[config.mk]
export PLATFORM = sky130hd
export DESIGN_NAME = regfile_scoreboard
export DESIGN_NICKNAME = d
export VERILOG_FILES = /design/src/rtl/regfile_scoreboard.sv
export SDC_FILE = /design/constraint.sdc
export NUM_CORES = 2
export LEC_CHECK = 0
export CORE_UTILIZATION = 45
export CTS_BUF_LIST = sky130_fd_sc_hd__clkbuf_2
export DETAILED_ROUTE_END_ITERATION = 10
export GPL_TIMING_DRIVEN = 0
export PLACE_DENSITY = 0.61
export REMOVE_ABC_BUFFERS = 1
export SETUP_SLACK_MARGIN = 0.4
export SYNTH_ARGS = -nofsm -noshare
export SYNTH_HDL_FRONTEND = slang
export SYNTH_SLANG_ARGS = --single-unit
[constraint.sdc]
create_clock -name clk -period 53.2 [get_ports clk]
set_input_delay 10.64 -clock clk [delete_from_list [all_inputs] [get_ports clk]]
set_output_delay 10.64 -clock clk [all_outputs]
set_load 0.02 [all_outputs]
[src/rtl/regfile_scoreboard.sv]
// Multi-port register file with per-register pending (scoreboard) bits and write-to-read bypass.
// Latency: reads and rd_busy are combinational (0 cycles); writes, issues and busy_cnt update on the next edge.
// Backpressure: none, every write/issue/flush is accepted on the edge it is presented.
module regfile_scoreboard #(
    parameter int WIDTH    = 32,
    parameter int DEPTH    = 32,
    parameter int NREAD    = 2,
    parameter bit ZERO_REG = 1'b1,
    parameter bit BYPASS   = 1'b1,
    localparam int AW      = (DEPTH > 1) ? $clog2(DEPTH) : 1
) (
    input  logic                   clk,
    input  logic                   rst,
    input  logic                   we,
    input  logic [AW-1:0]          wa,
    input  logic [WIDTH-1:0]       wd,
    input  logic [NREAD*AW-1:0]    ra,
    output logic [NREAD*WIDTH-1:0] rd,
    input  logic                   iss_v,
    input  logic [AW-1:0]          iss_a,
    input  logic                   flush,
    output logic [NREAD-1:0]       rd_busy,
    output logic [AW:0]            busy_cnt
);

    localparam logic [AW:0] DEPTH_W = (AW+1)'(DEPTH);

    // Addresses past the last register exist only when DEPTH is not a power of two.
    function automatic logic addr_ok(input logic [AW-1:0] a);
        return {1'b0, a} < DEPTH_W;
    endfunction

    function automatic logic is_zero(input logic [AW-1:0] a);
        return ZERO_REG && (a == '0);
    endfunction

    logic [WIDTH-1:0] mem [DEPTH];
    logic [DEPTH-1:0] busy;
    logic [DEPTH-1:0] busy_nxt;
    logic [AW:0]      cnt_nxt;
    logic             wr_ok;

    assign wr_ok = we && addr_ok(wa) && !is_zero(wa);

    always_ff @(posedge clk or posedge rst) begin
        if (rst) begin
            for (int r = 0; r < DEPTH; r++) begin
                mem[r] <= '0;
            end
        end else if (wr_ok) begin
            mem[wa] <= wd;
        end
    end

    // Flush beats issue, issue beats the retiring write to the same register.
    always_comb begin
        busy_nxt = busy;
        for (int r = 0; r < DEPTH; r++) begin
            if (flush) begin
                busy_nxt[r] = 1'b0;
            end else if (iss_v && (iss_a == AW'(r)) && !(ZERO_REG && (r == 0))) begin
                busy_nxt[r] = 1'b1;
            end else if (we && (wa == AW'(r))) begin
                busy_nxt[r] = 1'b0;
            end
        end
    end

    always_comb begin
        cnt_nxt = '0;
        for (int r = 0; r < DEPTH; r++) begin
            cnt_nxt = cnt_nxt + {{AW{1'b0}}, busy_nxt[r]};
        end
    end

    always_ff @(posedge clk or posedge rst) begin
        if (rst) begin
            busy     <= '0;
            busy_cnt <= '0;
        end else begin
            busy     <= busy_nxt;
            busy_cnt <= cnt_nxt;
        end
    end

    for (genvar i = 0; i < NREAD; i++) begin : g_rd
        logic [AW-1:0] a;
        logic          ok;
        logic          hit;

        assign a   = ra[i*AW +: AW];
        // Reset forces the read outputs low even while a write is being presented.
        assign ok  = !rst && addr_ok(a) && !is_zero(a);
        assign hit = BYPASS && we && (wa == a);

        assign rd[i*WIDTH +: WIDTH] = !ok ? '0 : (hit ? wd : mem[a]);
        assign rd_busy[i]           = ok && busy[a] && !hit;
    end

endmodule

# Word level (Yosys, flattened, before mapping)
# Cells that the tools add are included.
# totals
register_bits	1062
inputBits	57
# op_classes
n_reduce_logical	82
order_cmp	6
n_eq_ne	64
n_mux	112
bitwise_logic	3
add_sub_neg	31
# ops
op	count
1024-bit bitwise mux	1
32-bit binary-select mux with 5-bit select	2
32-bit two-way mux	9
32-bit demux with 5-bit select	1
5-bit == test, second input constant	32
6-bit by 1-bit adder with 6-bit output	26
1-bit two-way mux	97
5-bit by 4-bit == test with 1-bit output, second input constant	16
1-bit logical AND	73
5-bit by 3-bit == test with 1-bit output, second input constant	8
5-bit by 2-bit == test with 1-bit output, second input constant	4
6-bit >= comparator, second input constant	3
5-bit inverter with 6-bit output	3
5-bit logical NOT	3
5-bit by 6-bit < comparator with 1-bit output, second input constant	2
1-bit binary-select mux with 5-bit select	2
5-bit by 1-bit == test with 1-bit output, second input constant	2
5-bit == test	2
5-bit by 1-bit adder with 6-bit output	1
1-bit logical NOT	6
6-bit by 1-bit < comparator with 1-bit output, second input constant	1
4-bit by 1-bit adder with 5-bit output	1
3-bit by 1-bit adder with 4-bit output	1
2-bit by 1-bit adder with 3-bit output	1
1-bit by 1-bit adder with 2-bit output	1

# Logic depth before layout (Yosys ltp)
# depth
ltp_word	36
mapped_depth	22
ltp_nobuf	21

# Worst setup path before layout
# No wires, ideal clock.
# synth_timing
path_type	in2out
from	input rst
to	output rd[0]
path_slack_ns	6.839
stages	5
n_path_buf	1
arrival_time_ns	35.721
path_cell_list	inv_1 o211ai_1 clkbuf_1 a21oi_1 a211o_1
# synth_via
elab_chain_cells	3
# synth_lines
item	line_no	text
from (decl)	13	input logic rst,
1-bit logical NOT	93	assign ok = !rst && addr_ok(a) && !is_zero(a);
1-bit logical AND	93	
32-bit two-way mux	96	assign rd[i*WIDTH +: WIDTH] = !ok ? '0 : (hit ? wd : mem[a]);
to (decl)	18	output logic [NREAD*WIDTH-1:0] rd,
# No other way between the ends.

# Worst setup path in the final report
# layout_timing
from	input ra[2]
to	output rd[22]
# layout_via
elab_chain_cells	6
word_cells_on_any_way	11
cone_classes	1 x eq/ne; 5 x mux; 1 x bitwise; 4 x reduce/logical
# layout_lines
item	line_no	text
from (decl)	17	input logic [NREAD*AW-1:0] ra,
5-bit inverter with 6-bit output (not written as such)	96	
32-bit binary-select mux with 5-bit select	96	
32-bit two-way mux (not written as such) (2 in a row)	96	
32-bit two-way mux	96	
32-bit two-way mux *	96	
# Every way passes the cells marked *; elsewhere a longest branch is shown, timed or not. The select of a mux whose other input is x is not followed.

==> flow_summary.yaml <==
power:
  leakagePower_nw: 28.6
  internal_power_w: 0.00146
  p_sw_w: 0.000650
  p_sw_frac: 0.308
  seqPwrFrac: 0.502
  p_total_w: 0.00211
  peakVddDrop_uv: 25.3
  p_per_area_mw_per_mm2: 32.9
  power_frac_comb: 0.219
  power_frac_clock: 0.280
critical_path:
  worst_setup_path_end_kind: "output port"
  path_class: "in2out"
  critical_path.startpoint: "ra[2]"
  r2r_start: "busy[11]"
  reg2reg_slack_ns: 48.04
  crit_path_max_fanout: 63
  cpMaxStageDelayCell: "nor2_4"
  r2r_end: "busy_cnt[4]"
  crit_arrival_ns: 14.94
  path_cells: "buf_2 > clkinv_4 > nor2_4 > buf_12 > a22oi_1 > a21oi_1 > a211o_1 > clkdlybuf4s50_1"
  startpoint_type: "primary input"
  slowest_delay_ns: 1.16
  cp.required_ns: 42.56
  r2r_cells: 15
min_path:
  hold_path_class: "reg2reg"
  holdPathEnd: "mem[1016]"
  hold_path_depth: 0
  hold_start: "mem[1016]"
global_route:
  grt_pass1_wl_mm: 277
  antenna_found_initial: 7
  grt_pass1_vias: 40500
  grt.total_usage: 0.291
  grt_overflow: 0
  grt_max_degree: 127
placement:
  portBuffers: 128
  dp_hpwl_mm: 112
  gp_congestion: 0.796
status:
  status: "completed"
cts:
  clk_path_buf_depth: 4
  cts_tree: "built"
  clk_pin_slew_worst_paths_ns: 0.09
  root_buffer: "clkbuf_2"
  ctsHtreeMaxLevel: 5
  cts_buffers: 308
  post_cts_buffers: 0
  clock-sinks: 1062
  clk-insertion-delay-late_ns: 1.63
  cts-resized-gates: 0
  hold_buffers: 0
timing:
  fmax_ghz: 0.0391
  tightest_slew_ns: 1.43
  fin_skew_ns: 0.0692
  min_period_ns: 25.58
  hold_viol: 0
  slew_headroom: 0.0461
  rsz0062_at_grt: "false"
  drv_slew: 0
  finalSetupTns_ns: 0
  period_share: 0.481
  finalSetupViolCount: 0
synthesis:
  synth.avg_cell_area_um2: 14.1
  yosys.area.top_type: "dfrtp_1"
  synth.top_cells.by_count: "1062 x dfrtp_1, 986 x mux2_2, 372 x mux4_2, 309 x mux2i_1, 244 x clkbuf_1"
  yosysMostFrequentCell: "dfrtp_1"
  synth_ff_type: "dfrtp_1"
  synth_edf_count: 0
  synth-seq-cells: 1062
  syn_inst: 4070
  synth.area.top_cells: "dfrtp_1 46%, mux2_2 19%, mux4_2 15%"
  ys_types: 60
  yosysSeqAreaShare: 0.461
  async_flop_share: 1.00
  synth_top_area_share: 0.461
  yosys_warnings: 0
  netlist_area_mm2: 0.0576
layout:
  nets: 4246
  area_growth_pct: 11.6
  drive_gt1_frac: 0.463
floorplan:
  initial_core_util: 0.456
  core_mm2: 0.126
  row_count: 130
  fp.dieH_um: 360
  dieArea_mm2: 0.129
  ios: 129
  die_w_um: 360
route:
  totalWireLength_mm: 187
  drtAntennaViolNets: 0
  post_drt_wl_per_cell_um: 31.0
  dr.pass1.iters: 6
  drc: 0
  vias: 39100
  via_per_inst: 6.50
  drt_iter0_markers: 4237
job:
  drv_cap: 0
## stage by stage
stage	area, µm²	std cells	hold WS, ns	utilization	setup WS, ns
after CTS	64200	6013	0.405	0.509	26.68
final	64300	6020	0.401	0.509	27.62
after floorplan	55400	3606	0.363	-	-0.00691
after global placement	58800	5384	0.378	0.466	-36.33
after global routing	64300	6020	0.417	0.509	27.65
after detailed placement	61700	5498	0.382	0.489	26.64
## metal layers
layer	GRT usage	vias up	routed length [µm]
li1	-	16100	-
met4	0.128	6	7680
met1	0.412	20800	80800
met3	0.0622	472	14600
met2	0.432	1744	83500
met5	0	-	43
## power by group through the flow
stage                     logic [W]  clock network, W  registers, W
after CTS                  0.000463          0.000609       0.00106
final                      0.000462          0.000591       0.00106
after floorplan            0.000330                 0       0.00104
after global routing       0.000495          0.000654       0.00108
after global placement     0.000514                 0       0.00107
after detailed placement   0.000461                 0       0.00107
## sequential cells by signal, summed over array words and instances, names as in the netlist
| signal | count |
|---|---|
| busy | 32 |
| busy_cnt | 6 |
| mem | 1024 |
## cells in the final DEF (no fill, tap or decap), types with 7 or more instances in the layout
| cell | instances |
|---|---|
| a21o_1 | 17 |
| diode_2 | 7 |
| mux2i_1 | 309 |
| buf_16 | 59 |
| nor2b_1 | 11 |
| nor2_4 | 22 |
| o221ai_1 | 32 |
| buf_4 | 12 |
| nor2_1 | 14 |
| ha_1 | 7 |
| nand3_1 | 12 |
| clkinv_1 | 32 |
| clkbuf_2 | 475 |
| mux2_1 | 8 |
| a221oi_1 | 92 |
| o22ai_1 | 32 |
| nand2_1 | 38 |
| buf_12 | 40 |
| inv_1 | 43 |
| mux4_2 | 372 |
| xnor2_1 | 8 |
| clkdlybuf4s50_1 | 120 |
| o21ai_0 | 77 |
| nand2_4 | 15 |
| dfrtp_1 | 1062 |
| a211oi_1 | 30 |
| a211o_1 | 30 |
| fa_1 | 24 |
| a22oi_1 | 133 |
| a21oi_1 | 114 |
| a22o_1 | 47 |
| mux2_2 | 986 |
## cell type report
type	count	area, µm²
Clock buffer	475	2380
Timing Repair Buffer	242	3860
Antenna cell	7	17.5
Multi-Input combinational cell	2498	29000
Sequential cell	1062	26600
Clock inverter	40	178
Tap cell	1650	2060
Fill cell	10900	62000
Inverter	46	188
## cells by family (layout without fill, tap and decap cells)
group / after synthesis / in the layout / synth area share
muxes: 1681 / 1681 / 0.396
buffers and inverters: 510 / 803 / 0.0405
AOI/OAI and AO/OA: 623 / 623 / 0.0773
DFF: 1062 / 1062 / 0.461
and+or+nand+nor: 150 / 150 / 0.0126
xor gates and xnor gates: 13 / 13 / 0.00198
adders and majority gates: 31 / 31 / 0.00986
other: 0 / 7 / 0
## worst max-delay path: cells and delay by family
kind	cells	cell delay, ns
buf+inv	4	2.51
simple gates	1	1.16
compound gates	3	0.55
## worst max-delay path by stage
stage,end,slack (ns)
floorplan,rd[0],-0.007
detailed placement,rd[22],26.64
finish,rd[22],27.62
CTS,rd[22],26.68
global route,rd[22],27.65
global placement,rd[5],-36.33
Power figures use the tool's default switching activity.
